### config.mk
export PLATFORM = sky130hd
export DESIGN_NAME = inst_line_responder
export DESIGN_NICKNAME = d
export VERILOG_FILES = /design/src/rtl/inst_line_responder_pkg.sv /design/src/rtl/inst_line_responder_fifo.sv /design/src/rtl/inst_line_responder.sv
export SDC_FILE = /design/constraint.sdc
export NUM_CORES = 1
export LEC_CHECK = 0
export ABC_AREA = 0
export CORE_AREA = 2 2 102 129
export DETAILED_ROUTE_END_ITERATION = 7
export DIE_AREA = 0 0 104 131
export PLACE_DENSITY = 0.92
export SLEW_MARGIN = 20
export SYNTH_ARGS = -nofsm -noshare
export SYNTH_HDL_FRONTEND = slang
export SYNTH_HIERARCHICAL = 1
export SYNTH_SLANG_ARGS = --single-unit
### constraint.sdc
create_clock -name clk -period 2.32 [get_ports clk]
set_input_delay 0.58 -clock clk [delete_from_list [all_inputs] [get_ports clk]]
set_output_delay 0.58 -clock clk [all_outputs]
set_load 0.01 [all_outputs]
### src/rtl/inst_line_responder_pkg.sv
// Shared fetch-side constants and helpers for the instruction line responder.
// The reset PC constants live here so the fetch path agrees on the boot segment.
package inst_line_responder_pkg;

  localparam logic [31:0] PC_INITIAL = 32'hBFC0_0000;
  localparam logic [31:0] PC_EBASE   = 32'hBFC0_0380;

  localparam int unsigned INST_LINE_DEPTH = 4;

  // kseg0/kseg1 both fold onto the same low 512 MiB of physical memory.
  localparam logic [31:0] KSEG_FOLD_MASK = 32'h1FFF_FFFC;
  localparam logic [31:0] WORD_MASK      = 32'hFFFF_FFFC;

  typedef struct packed {
    logic        pending;
    logic [31:0] addr;
  } inst_req_t;

  function automatic logic [31:0] map_inst_addr(input logic [31:0] addr, input bit kseg_map);
    return kseg_map ? (addr & KSEG_FOLD_MASK) : (addr & WORD_MASK);
  endfunction

endpackage

### src/rtl/inst_line_responder_fifo.sv
// Power-of-two synchronous FIFO with optional empty-bypass and optional storage reset.
// rst_i is active-high and must be released synchronously to clk_i.
module inst_line_responder_fifo #(
  parameter int unsigned WIDTH         = 32,
  parameter int unsigned DEEP_SIZE     = 4,
  parameter bit          BYPASS        = 1'b0,
  parameter bit          RETIRE_MEM_EN = 1'b0
) (
  input  logic             clk_i,
  input  logic             rst_i,
  input  logic             push_i,
  input  logic [WIDTH-1:0] wdata_i,
  input  logic             pop_i,
  output logic [WIDTH-1:0] rdata_o,
  output logic             empty_o,
  output logic             full_o
);

  localparam int unsigned PTR_W = $clog2(DEEP_SIZE);

  logic [PTR_W:0]   wptr_q, wptr_d;
  logic [PTR_W:0]   rptr_q, rptr_d;
  logic [WIDTH-1:0] mem_q [DEEP_SIZE];
  logic             stored_empty;
  logic             bypass_hit;
  logic             do_write;
  logic             do_read;

  assign stored_empty = (wptr_q == rptr_q);
  assign full_o       = (wptr_q[PTR_W] != rptr_q[PTR_W]) &&
                        (wptr_q[PTR_W-1:0] == rptr_q[PTR_W-1:0]);

  // With bypass, a push into an empty FIFO is presented on the same cycle.
  assign bypass_hit = BYPASS && stored_empty && push_i;
  assign empty_o    = stored_empty && !bypass_hit;
  assign rdata_o    = bypass_hit ? wdata_i : mem_q[rptr_q[PTR_W-1:0]];

  assign do_write = push_i && !full_o && !(bypass_hit && pop_i);
  assign do_read  = pop_i && !stored_empty;

  always_comb begin
    wptr_d = wptr_q;
    rptr_d = rptr_q;
    if (do_write) wptr_d = wptr_q + (PTR_W + 1)'(1);
    if (do_read)  rptr_d = rptr_q + (PTR_W + 1)'(1);
  end

  always_ff @(posedge clk_i or posedge rst_i) begin
    if (rst_i) begin
      wptr_q <= '0;
      rptr_q <= '0;
    end else begin
      wptr_q <= wptr_d;
      rptr_q <= rptr_d;
    end
  end

  if (RETIRE_MEM_EN) begin : g_mem_rst
    always_ff @(posedge clk_i or posedge rst_i) begin
      if (rst_i) begin
        mem_q <= '{default: '0};
      end else if (do_write) begin
        mem_q[wptr_q[PTR_W-1:0]] <= wdata_i;
      end
    end
  end else begin : g_mem
    always_ff @(posedge clk_i) begin
      if (do_write) begin
        mem_q[wptr_q[PTR_W-1:0]] <= wdata_i;
      end
    end
  end

  always @(posedge clk_i) begin
    if (!rst_i) begin
      assert (!(push_i && full_o && !(BYPASS && pop_i)));
    end
  end

endmodule

### src/rtl/inst_line_responder.sv
// Responder side of the fetch interface: issues word reads for accepted addresses and
// returns one instruction line per address, in order, with credit-limited buffering.
module inst_line_responder
  import inst_line_responder_pkg::*;
#(
  parameter int unsigned DEPTH    = INST_LINE_DEPTH,
  parameter int unsigned CNT_W    = $clog2(DEPTH + 1),
  parameter bit          KSEG_MAP = 1'b1
) (
  input  logic        clk,
  input  logic        rst,
  input  logic        inst_addr_valid,
  output logic        inst_addr_ready,
  input  logic [31:0] inst_addr,
  output logic        inst_line_valid,
  input  logic        inst_line_ready,
  output logic [31:0] inst_line,
  output logic        mem_req,
  output logic [31:0] mem_addr,
  input  logic        mem_gnt,
  input  logic        mem_rvalid,
  input  logic [31:0] mem_rdata,
  output logic        proto_err
);

  logic [1:0]       rst_sync_q, rst_sync_d;
  logic             rst_released;
  logic             fifo_rst;
  inst_req_t        req_q, req_d;
  logic [CNT_W-1:0] cnt_q, cnt_d;
  logic [CNT_W-1:0] out_q, out_d;
  logic             proto_err_q, proto_err_d;
  logic             addr_accept;
  logic             line_take;
  logic             mem_take;
  logic             rsp_keep;
  logic             rsp_stray;
  logic             fifo_empty;
  logic             fifo_full;

  // Reset asserts everywhere at once but is released to the buffer two edges later.
  always_comb begin
    rst_sync_d = {rst_sync_q[0], 1'b1};
  end

  always_ff @(posedge clk or negedge rst) begin
    if (!rst) begin
      rst_sync_q <= '0;
    end else begin
      rst_sync_q <= rst_sync_d;
    end
  end

  assign rst_released = rst_sync_q[1];
  assign fifo_rst     = ~rst_released;

  assign inst_addr_ready = rst_released & (cnt_q < CNT_W'(DEPTH)) & (~req_q.pending | mem_gnt);
  assign inst_line_valid = ~fifo_empty;
  assign mem_req         = req_q.pending;
  assign mem_addr        = req_q.addr;
  assign proto_err       = proto_err_q;

  assign addr_accept = inst_addr_valid & inst_addr_ready;
  assign line_take   = inst_line_valid & inst_line_ready;
  assign mem_take    = req_q.pending & mem_gnt;
  assign rsp_keep    = mem_rvalid & (out_q != '0);
  assign rsp_stray   = mem_rvalid & (out_q == '0);

  always_comb begin
    req_d = req_q;
    if (addr_accept) begin
      req_d.pending = 1'b1;
      req_d.addr    = map_inst_addr(inst_addr, KSEG_MAP);
    end else if (mem_take) begin
      req_d.pending = 1'b0;
    end
  end

  // Credits cover every address until its line is consumed, so the buffer never overflows.
  always_comb begin
    cnt_d = cnt_q;
    if (addr_accept && !line_take) begin
      cnt_d = cnt_q + CNT_W'(1);
    end else if (!addr_accept && line_take) begin
      cnt_d = cnt_q - CNT_W'(1);
    end
  end

  always_comb begin
    out_d = out_q;
    if (mem_take && !rsp_keep) begin
      out_d = out_q + CNT_W'(1);
    end else if (!mem_take && rsp_keep) begin
      out_d = out_q - CNT_W'(1);
    end
  end

  always_comb begin
    proto_err_d = proto_err_q | rsp_stray;
  end

  always_ff @(posedge clk or negedge rst) begin
    if (!rst) begin
      req_q       <= '0;
      cnt_q       <= '0;
      out_q       <= '0;
      proto_err_q <= 1'b0;
    end else begin
      req_q       <= req_d;
      cnt_q       <= cnt_d;
      out_q       <= out_d;
      proto_err_q <= proto_err_d;
    end
  end

  inst_line_responder_fifo #(
    .WIDTH        (32),
    .DEEP_SIZE    (DEPTH),
    .BYPASS       (1'b0),
    .RETIRE_MEM_EN(1'b0)
  ) u_ret_buf (
    .clk_i  (clk),
    .rst_i  (fifo_rst),
    .push_i (rsp_keep),
    .wdata_i(mem_rdata),
    .pop_i  (line_take),
    .rdata_o(inst_line),
    .empty_o(fifo_empty),
    .full_o (fifo_full)
  );

  always @(posedge clk) begin
    if (rst_released) begin
      assert (!(addr_accept && !line_take && cnt_q == CNT_W'(DEPTH)));
      assert (!(line_take && !addr_accept && cnt_q == '0));
      assert (!(mem_take && !rsp_keep && out_q == CNT_W'(DEPTH)));
      assert (!(rsp_keep && fifo_full));
    end
  end

endmodule

==> flow_summary.toml <==
[run_status]
outcome = "finished with violations"
violations = "negative setup slack"

[grt]
grt_max_degree = 38
grt_pass1_vias = 3848
grt.overflow.total = 0
grt_pass1_wl_um = 20100
track_usage = 0.196
antenna_found_initial = 0

[worst_setup_path]
startpoint_type = "register"
worst-setup-path-type = "register to primary output"
max_stage_delay_ns = 0.44
end_kind = "primary output"
slowest_stage = "mux4_2"
r2r_slack_ns = 0.12
path_max_fanout = 5
cp.arrival_ns = 1.79
crit_top_cell = "buf_6"
cp_cell_sequence = "buf_6 -> buf_12 -> buf_6 -> mux4_2 -> buf_6"
cp.required_ns = 1.74
crit_family = "buffers and inverters"
worst-path-buf-inv = 4

[layout]
final_cells = 664
area.growth.synth_to_final_pct = 34.0
drive_gt1_frac = 0.347
nets = 562
n_antenna_cell = 0
final_util = 0.720

[timing]
fin_crit_sh = 1.02
maxSlewHeadroom = 0.619
clock_skew_ns = 0.0117
period_needed_ns = 2.37
slew_violations = 0
setup-violations-final = 10
final.setup.worst_slack_ns = -0.0506
whs_ns = 0.299
worstMarginPinSlew_ns = 0.567
rsz0062_at_grt = "yes"
finalHoldViolCount = 0
clock.fmax_ghz = 0.422

[cts]
path_clk_slew_ns = 0.07
postCtsHoldBufs = 0
cts_max_level = 4
clock_latency_ns = 0.42
cts_root_buf = "clkbuf_16"
cts_tree = "yes"
cts_buffer_depth = 2
clock-sinks = 171
cts_buffers = 17

[pwr]
peakVddDrop_mv = 0.850
p_leak_nw = 3.32
power.density_nw_per_um2 = 1330

[routing]
drc = 0
dr.pass1.iters = 4
wl_per_cell_um = 19.8
via_count = 3493
viasPerCell = 5.26
ant_nets = 0
drt_iter0_drc = 167
routed_wl_um = 13100

[floorplan]
start_util = 0.538
core-area_um2 = 12400
rows = 46
dieArea_um2 = 13600
dieHeight_um = 131
pin_count = 138
fp.dieW_um = 104

[placement]
globalplace.congestion = 0.799
numPortBuffers = 127
dp_hpwl_um = 8230
dp_cells = 621

[synth]
syn_area_per_cell_um2 = 20.9
netlist_area_um2 = 6680
synthCells = 320
yosysWarnings = 6

[flow_run]
drv_cap = 0

[worst_hold_path]
hold_path.class = "register to asynchronous set/reset pin"
timing repair:
item	4_1_cts	5_1_grt
endpoints found under the setup margin	35	30
pin swaps	1	0
buffers inserted	6	2
endpoints found under the hold margin	0	0
gates cloned	2	1
gates resized for setup	138	12
through the flow:
step	setup slack, ns	power (W)	TNS, ns	area (um2)
after detailed placement	-0.327	0.00917	-0.939	8320
final	-0.0506	0.0119	-0.249	8960
after global placement	-0.245	0.00899	-0.559	8320
after CTS	-0.125	0.0119	-0.865	8890
after floorplan	0.00760	0.00694	0	6700
after global routing	-0.110	0.0125	-1.44	8960
state kept, by name, summed over array words and instances, names as in the netlist:
name              count
mem_req               1
mem_addr             27
out_q                 3
cnt_q                 3
u_ret_buf/mem_q     128
u_ret_buf/rptr_q      3
rst_sync_q            2
proto_err             1
u_ret_buf/wptr_q      3
layer usage:
metal,vias up,routed length (um),GRT usage
met4,0,116,0.0572
li1,1572,-,-
met5,-,0,0
met3,10,1110,0.0729
met2,170,6820,0.346
met1,1741,5080,0.227
worst reg2reg max path, cell delays in order (launching register included):
cell	delay [ns]
dfrtp_2	0.42
buf_4	0.16
buf_12	0.14
xor2_2	0.15
nor3_2	0.10
inv_1	0.08
nand2_2	0.10
ha_4	0.14
inv_1	0.05
fa_2	0.34
xor2_1	0.15
nor2_1	0.11
xor2_1	0.18
power by group:
group / leakage (nW) / total [W] / switching, W / internal (W)
Sequential: 1.68 / 0.00456 / 0.000372 / 0.00419
Clock: 0.277 / 0.00268 / 0.00125 / 0.00143
Combinational: 1.37 / 0.00465 / 0.00206 / 0.00259
Total: 3.32 / 0.0119 / 0.00369 / 0.00821
layout by cell type, fill, tap and decap left out, types with 2 or more instances in the layout:
cell type / n
a21oi_1: 4
and3_2: 3
buf_12: 9
buf_16: 2
buf_2: 24
buf_4: 15
buf_6: 10
clkbuf_16: 18
clkdlybuf4s50_1: 93
clkinv_8: 2
clkinvlp_4: 2
conb_1: 6
dfrtp_1: 41
dfrtp_2: 2
edfxtp_1: 128
ha_1: 6
inv_1: 11
inv_6: 6
inv_8: 3
mux2_2: 21
mux2_4: 8
mux4_2: 32
nand2_1: 4
nand2b_1: 3
nor2_1: 2
nor3_1: 2
o31ai_1: 5
xnor2_1: 7
xor2_1: 6
xor2_2: 2
area by class of cell:
cell class / count / area, um2
Sequential cell: 171 / 4920
Tap cell: 168 / 210
Multi-Input combinational cell: 126 / 1660
Clock inverter: 15 / 148
Clock buffer: 17 / 425
Timing Repair Buffer: 156 / 1550
Inverter: 11 / 41.3
Fill cell: 784 / 3480
final timing paths:
check	startpoint	to	cells past startpoint
max	u_ret_buf/rptr_q[0]$_DFFE_PP0P_	inst_line[12]	5
min in group clk	rst_sync_q[0]$_DFF_PN0_	rst_sync_q[1]$_DFF_PN0_	0
min reg2reg	rst_sync_q[1]$_DFF_PN0_	u_ret_buf/wptr_q[0]$_DFFE_PP0P_	2
max reg2reg	u_ret_buf/rptr_q[0]$_DFFE_PP0P_	cnt_q[2]$_DFFE_PN0P_	12
max in group asynchronous	rst	mem_addr[10]$_DFFE_PN0P_	2
min	rst_sync_q[1]$_DFF_PN0_	u_ret_buf/wptr_q[0]$_DFFE_PP0P_	2
Power figures use the tool's default switching activity.
